[src/rtl/fifo_pkg.sv]
// Shared FIFO types and helpers for the memories library (sync_fifo and fifo).
package fifo_pkg;

  typedef enum logic {
    FIFO_STD  = 1'b0,
    FIFO_FWFT = 1'b1
  } fifo_mode_e;

  function automatic int count_w(input int depth);
    return $clog2(depth + 1);
  endfunction

  // Explicit wrap so depths that are not powers of two work.
  function automatic int unsigned ptr_inc(input int unsigned ptr, input int unsigned depth);
    return (ptr >= depth - 1) ? 0 : ptr + 1;
  endfunction

endpackage

[src/rtl/ram_sdp.sv]
// Simple dual-port register-array RAM: synchronous write, asynchronous read.
module ram_sdp #(
  parameter int DATA_WIDTH = 8,
  parameter int DEPTH      = 8,
  localparam int AW        = (DEPTH > 1) ? $clog2(DEPTH) : 1
) (
  input  logic                  clk,
  input  logic                  we,
  input  logic [AW-1:0]         waddr,
  input  logic [DATA_WIDTH-1:0] wdata,
  input  logic [AW-1:0]         raddr,
  output logic [DATA_WIDTH-1:0] rdata
);

  logic [DATA_WIDTH-1:0] mem [DEPTH];

  always_ff @(posedge clk) begin
    if (we) mem[waddr] <= wdata;
  end

  assign rdata = mem[raddr];

endmodule

[src/rtl/sync_fifo.sv]
// Single-clock FIFO with standard/FWFT read, almost flags, occupancy count and error pulses.
module sync_fifo
  import fifo_pkg::*;
#(
  parameter int DATA_WIDTH = 8,
  parameter int DEPTH      = 8,
  parameter int FWFT       = 0,
  parameter int AF_THRESH  = DEPTH - 1,
  parameter int AE_THRESH  = 1
) (
  input  logic                      CLK,
  input  logic                      RST,
  input  logic [DATA_WIDTH-1:0]     W_DATA,
  input  logic                      WEN,
  output logic [DATA_WIDTH-1:0]     R_DATA,
  input  logic                      REN,
  output logic                      FULL,
  output logic                      EMPTY,
  output logic                      ALMOST_FULL,
  output logic                      ALMOST_EMPTY,
  output logic [count_w(DEPTH)-1:0] COUNT,
  output logic                      OVERFLOW,
  output logic                      UNDERFLOW
);

  localparam int PTR_W = (DEPTH > 1) ? $clog2(DEPTH) : 1;
  localparam int CNT_W = count_w(DEPTH);
  localparam logic [CNT_W-1:0] DEPTH_C = CNT_W'(DEPTH);
  localparam logic [CNT_W-1:0] AF_C    = CNT_W'(AF_THRESH);
  localparam logic [CNT_W-1:0] AE_C    = CNT_W'(AE_THRESH);
  localparam bit FWFT_MODE = (FWFT == int'(FIFO_FWFT));

  logic [PTR_W-1:0]      wr_ptr, rd_ptr;
  logic [CNT_W-1:0]      count_q, count_nxt;
  logic                  full_q, empty_q, af_q, ae_q, ovf_q, unf_q;
  logic                  wr_acc, rd_acc;
  logic [DATA_WIDTH-1:0] ram_rdata, rd_data_q;

  function automatic logic [PTR_W-1:0] ptr_next(input logic [PTR_W-1:0] p);
    return PTR_W'(ptr_inc(32'(p), DEPTH));
  endfunction

  always_comb begin
    wr_acc    = WEN && !full_q;
    rd_acc    = REN && !empty_q;
    count_nxt = count_q;
    if (wr_acc && !rd_acc)      count_nxt = count_q + CNT_W'(1);
    else if (rd_acc && !wr_acc) count_nxt = count_q - CNT_W'(1);
  end

  // Writes in the reset cycle are discarded, so the RAM never sees them.
  ram_sdp #(
    .DATA_WIDTH(DATA_WIDTH),
    .DEPTH     (DEPTH)
  ) u_ram (
    .clk  (CLK),
    .we   (wr_acc && !RST),
    .waddr(wr_ptr),
    .wdata(W_DATA),
    .raddr(rd_ptr),
    .rdata(ram_rdata)
  );

  always_ff @(posedge CLK) begin
    if (RST) begin
      wr_ptr    <= '0;
      rd_ptr    <= '0;
      count_q   <= '0;
      full_q    <= 1'b0;
      empty_q   <= 1'b1;
      af_q      <= 1'b0;
      ae_q      <= 1'b1;
      ovf_q     <= 1'b0;
      unf_q     <= 1'b0;
      rd_data_q <= '0;
    end else begin
      if (wr_acc) wr_ptr <= ptr_next(wr_ptr);
      if (rd_acc) rd_ptr <= ptr_next(rd_ptr);
      count_q <= count_nxt;
      // Flags come from the next-state count so they track this cycle's traffic.
      full_q  <= (count_nxt == DEPTH_C);
      empty_q <= (count_nxt == '0);
      af_q    <= (count_nxt >= AF_C);
      ae_q    <= (count_nxt <= AE_C);
      ovf_q   <= WEN && full_q;
      unf_q   <= REN && empty_q;
      if (rd_acc && !FWFT_MODE) rd_data_q <= ram_rdata;
    end
  end

  // FWFT shows the head directly; it is forced to zero while empty so reset reads back 0.
  assign R_DATA       = FWFT_MODE ? (empty_q ? '0 : ram_rdata) : rd_data_q;
  assign FULL         = full_q;
  assign EMPTY        = empty_q;
  assign ALMOST_FULL  = af_q;
  assign ALMOST_EMPTY = ae_q;
  assign COUNT        = count_q;
  assign OVERFLOW     = ovf_q;
  assign UNDERFLOW    = unf_q;

endmodule

[config.mk]
export PLATFORM = sky130hd
export DESIGN_NAME = sync_fifo
export DESIGN_NICKNAME = d
export VERILOG_FILES = /design/src/rtl/fifo_pkg.sv /design/src/rtl/ram_sdp.sv /design/src/rtl/sync_fifo.sv
export SDC_FILE = /design/constraint.sdc
export NUM_CORES = 1
export LEC_CHECK = 0
export CORE_MARGIN = 2
export CORE_UTILIZATION = 40
export DETAILED_ROUTE_END_ITERATION = 8
export GPL_TIMING_DRIVEN = 0
export HOLD_SLACK_MARGIN = 0.06
export PLACE_DENSITY = 0.61
export SYNTH_ARGS = -nofsm -noshare
export SYNTH_HDL_FRONTEND = slang
export SYNTH_SLANG_ARGS = --single-unit
[constraint.sdc]
create_clock -name CLK -period 4.9 [get_ports CLK]
set_clock_uncertainty 0.15 [all_clocks]
set_input_delay 0.49 -clock CLK [delete_from_list [all_inputs] [get_ports CLK]]
set_output_delay 0.49 -clock CLK [all_outputs]
set_load 0.02 [all_outputs]
==> impl_results.md <==
- Status: complete, no violations
- CP max stage delay: 0.76 ns
- Register area: 2400 um^2
- Final setup fails: 0
- Drt drc: 0
- Ports: 30
- Number of buffers created by CTS: 9
- Post-Syn Area: 3520 um^2
- Worst VDD drop: 0.206 mV
- Req. time, crit path: 4.72 ns
- Die X-Extent: 97.8 um
- DR iter-0 viols: 65
- Crit-path cells: clkdlybuf4s50_1 > nand2b_1 > buf_6 > or3_1 > nor2_1
- Peak Freq: 389 MHz
- ANT nets after route: 0
- Vias: 1943
- Chip height: 97.8 um
- Dpl hpwl: 4250 um
- Normalized max-slew margin: 36.7%
- Pwr per Cell Area: 436 nW/um^2
- Clock sink count: 88
- Critical Path Start Type: primary input
- First-pass GRT wire length: 10300 um
- Post CTS Setup Buffer Count: 0
- Final period util: 52.4%
- Layout area overhead: 18.2%
- Seq/Total Area, Yosys: 68.3%
- Crit Path Class: primary input to flop
- FF+latch count, synth: 88
- Clock-pin slew on the worst setup and hold paths: 0.09 ns
- RSZ-0062 raised after global routing: no
- Crit-path leading delay family: simple AND/OR/NAND/NOR gates
- Yosys cell types: 36
- I/O Buffers: 29
- TNS Setup: 0 ns
- Vias per Instance: 5.21
- RR Startpoint: FULL$_SDFF_PP0_
- GRT Total Usage: 14.5%
- Slew Limit Fails: 0
- Initial antenna violation count: 0
- Fillers: 747
- Worst r2r path cells: 4
- CTS tree: built
- Largest net degree at the start of global routing: 17
- Die ar.: 9560 um^2
- Crit path to: u_ram.mem[4][4]$_DFFE_PP_
- N_diodes: 0
- R2R Setup Slk: 2.58 ns
- Drt pass-1 iters: 4
- Initial core utilization: 40.7%
- Clk root buf: clkbuf_8
- Critical Path Fanout Max: 10
- Top cells by count, synth: 64 x edfxtp_1, 25 x nor2_1, 24 x dfxtp_1
- H-tree depth: 3
- Shortest period the worst path allows: 2.57 ns
- Top-area cell type share of the netlist area: 54.6%
- Hold Vio Cnt, Final: 0
- GP Congestion: 0.739
- WL/cell: 17.4 um
- Dominant cells by area after synthesis: edfxtp_1 55%, dfxtp_1 14%, mux4_2 10%
- Cell taking the most area after synthesis: edfxtp_1
- Vias in the first global route: 1862
- Critical Path Start: WEN
- Post_cts resized: 0
- Count leader, synth: edfxtp_1
- YS warnings: 0
- Leak pwr: 1.35 nW
- Clk Latency, worst-skew pair: 0.35 ns
- Mapped Cells: 219
- Critical path arrival: 2.39 ns
- Layout cells sized above 1: 19.2%
- Post-synth EDFFs: 64
- GR Overflow Total: 0
- R2r endpoint: u_ram.mem[4][4]$_DFFE_PP_
- CP Capture Type: flop
- Slew @ Worst Pin: 0.946 ns
- Maxcap violations: 0
- Max stage delay cell, worst path: nor2_1
- Cts-stage hold buffer count: 0
- Fin util: 48.1%
- HP Class: flop to flop
- Nets: 278
- Longest Clk Path Bufs: 2
- Avg Inst Size Synth: 16.1 um^2
- Std cell rows: 34
- CP Depth: 5
- Multi-input gate area: 1030 um^2
- Primary FF master, synth: edfxtp_1
- Core area: 8640 um^2
- Post-Route WL: 6510 um
- FFs w/ async S/R, synth: 0%
- Critical path buffer and inverter count: 2
- Syn_nets: 237
## worst min-delay path by stage
stage                                 from                endpoint  slack, ns  cells past startpoint
detailed placement        EMPTY$_SDFF_PP1_    UNDERFLOW$_SDFF_PP0_       0.30                      2
finish                    EMPTY$_SDFF_PP1_    UNDERFLOW$_SDFF_PP0_       0.30                      2
global placement          EMPTY$_SDFF_PP1_    UNDERFLOW$_SDFF_PP0_       0.30                      2
CTS                       EMPTY$_SDFF_PP1_    UNDERFLOW$_SDFF_PP0_       0.31                      2
global route              EMPTY$_SDFF_PP1_    UNDERFLOW$_SDFF_PP0_       0.36                      2
floorplan           wr_ptr[2]$_SDFFE_PP0N_  wr_ptr[2]$_SDFFE_PP0N_       0.36                      2
## report_power, final
| group | switching, mW | internal, mW | total, mW |
|---|---|---|---|
| combinational | 0.220 | 0.206 | 0.425 |
| clock | 0.265 | 0.240 | 0.505 |
| sequential | 0.0330 | 0.849 | 0.882 |
| total | 0.517 | 1.29 | 1.81 |
## metrics by stage
step	instance area (um^2)	cells	setup WS (ns)	hold WS (ns)	power [mW]
after floorplan	3520	219	2.71	0.357	1.18
after global placement	3940	356	1.52	0.299	1.32
after detailed placement	3960	357	1.91	0.296	1.33
after CTS	4160	373	2.29	0.309	1.83
after global routing	4160	373	2.22	0.358	1.90
final	4160	373	2.33	0.303	1.81
## cell type report
class | count | area share (%)
Buffer | 11 | 1.81
Clock buffer | 9 | 2.98
Clock inverter | 7 | 1.87
Inverter | 4 | 0.361
Multi-Input combinational cell | 116 | 24.8
Sequential cell | 88 | 57.8
Tap cell | 108 | 3.25
Timing Repair Buffer | 30 | 7.16
## worst register-to-register path: stages (launching register included)
cell and delay [ns]:
dfxtp_1 0.35, nand2b_1 0.16, buf_6 0.14, or3_1 0.38, nor2_1 0.76
## layout by cell type (no fill, tap or decap), drive strengths merged, types with 6 or more instances in the layout
cell           count
nor3               7
buf               11
dfxtp             24
clkdlybuf4s50     29
mux4              16
a21oi              9
edfxtp            64
nor2              26
clkbuf            10
a211oi             9
ha                 6
nand2             10
mux2i              9
inv                6
## flip-flops by register name (all words and copies together) (netlist names)
register and flops:
ALMOST_EMPTY 1, wr_ptr 3, rd_ptr 3, FULL 1, EMPTY 1, ALMOST_FULL 1, u_ram.mem 64, R_DATA 8
COUNT 4, OVERFLOW 1, UNDERFLOW 1
## cell families after synthesis
| kind of cell | after synthesis | share of synthesized area, % |
|---|---|---|
| buffers and inverters | 15 | 2.56 |
| XOR/XNOR | 2 | 0.498 |
| AND/OR/NAND/NOR | 61 | 9.32 |
| flip-flops | 88 | 68.3 |
| adder cells (fa/ha/maj) | 6 | 2.13 |
| AO/OA/AOI/OAI | 22 | 4.27 |
| multiplexers | 25 | 12.9 |
## layer usage
layer / share of wire [%] / up-vias / GRT usage [%]
met5: 0 / - / 0
met1: 47 / 971 / 19.5
met3: 3.7 / 6 / 2.86
met4: 1.0 / 0 / 7.37
met2: 49 / 45 / 22.7
li1: - / 921 / -
(Power assumes the default switching activity.)
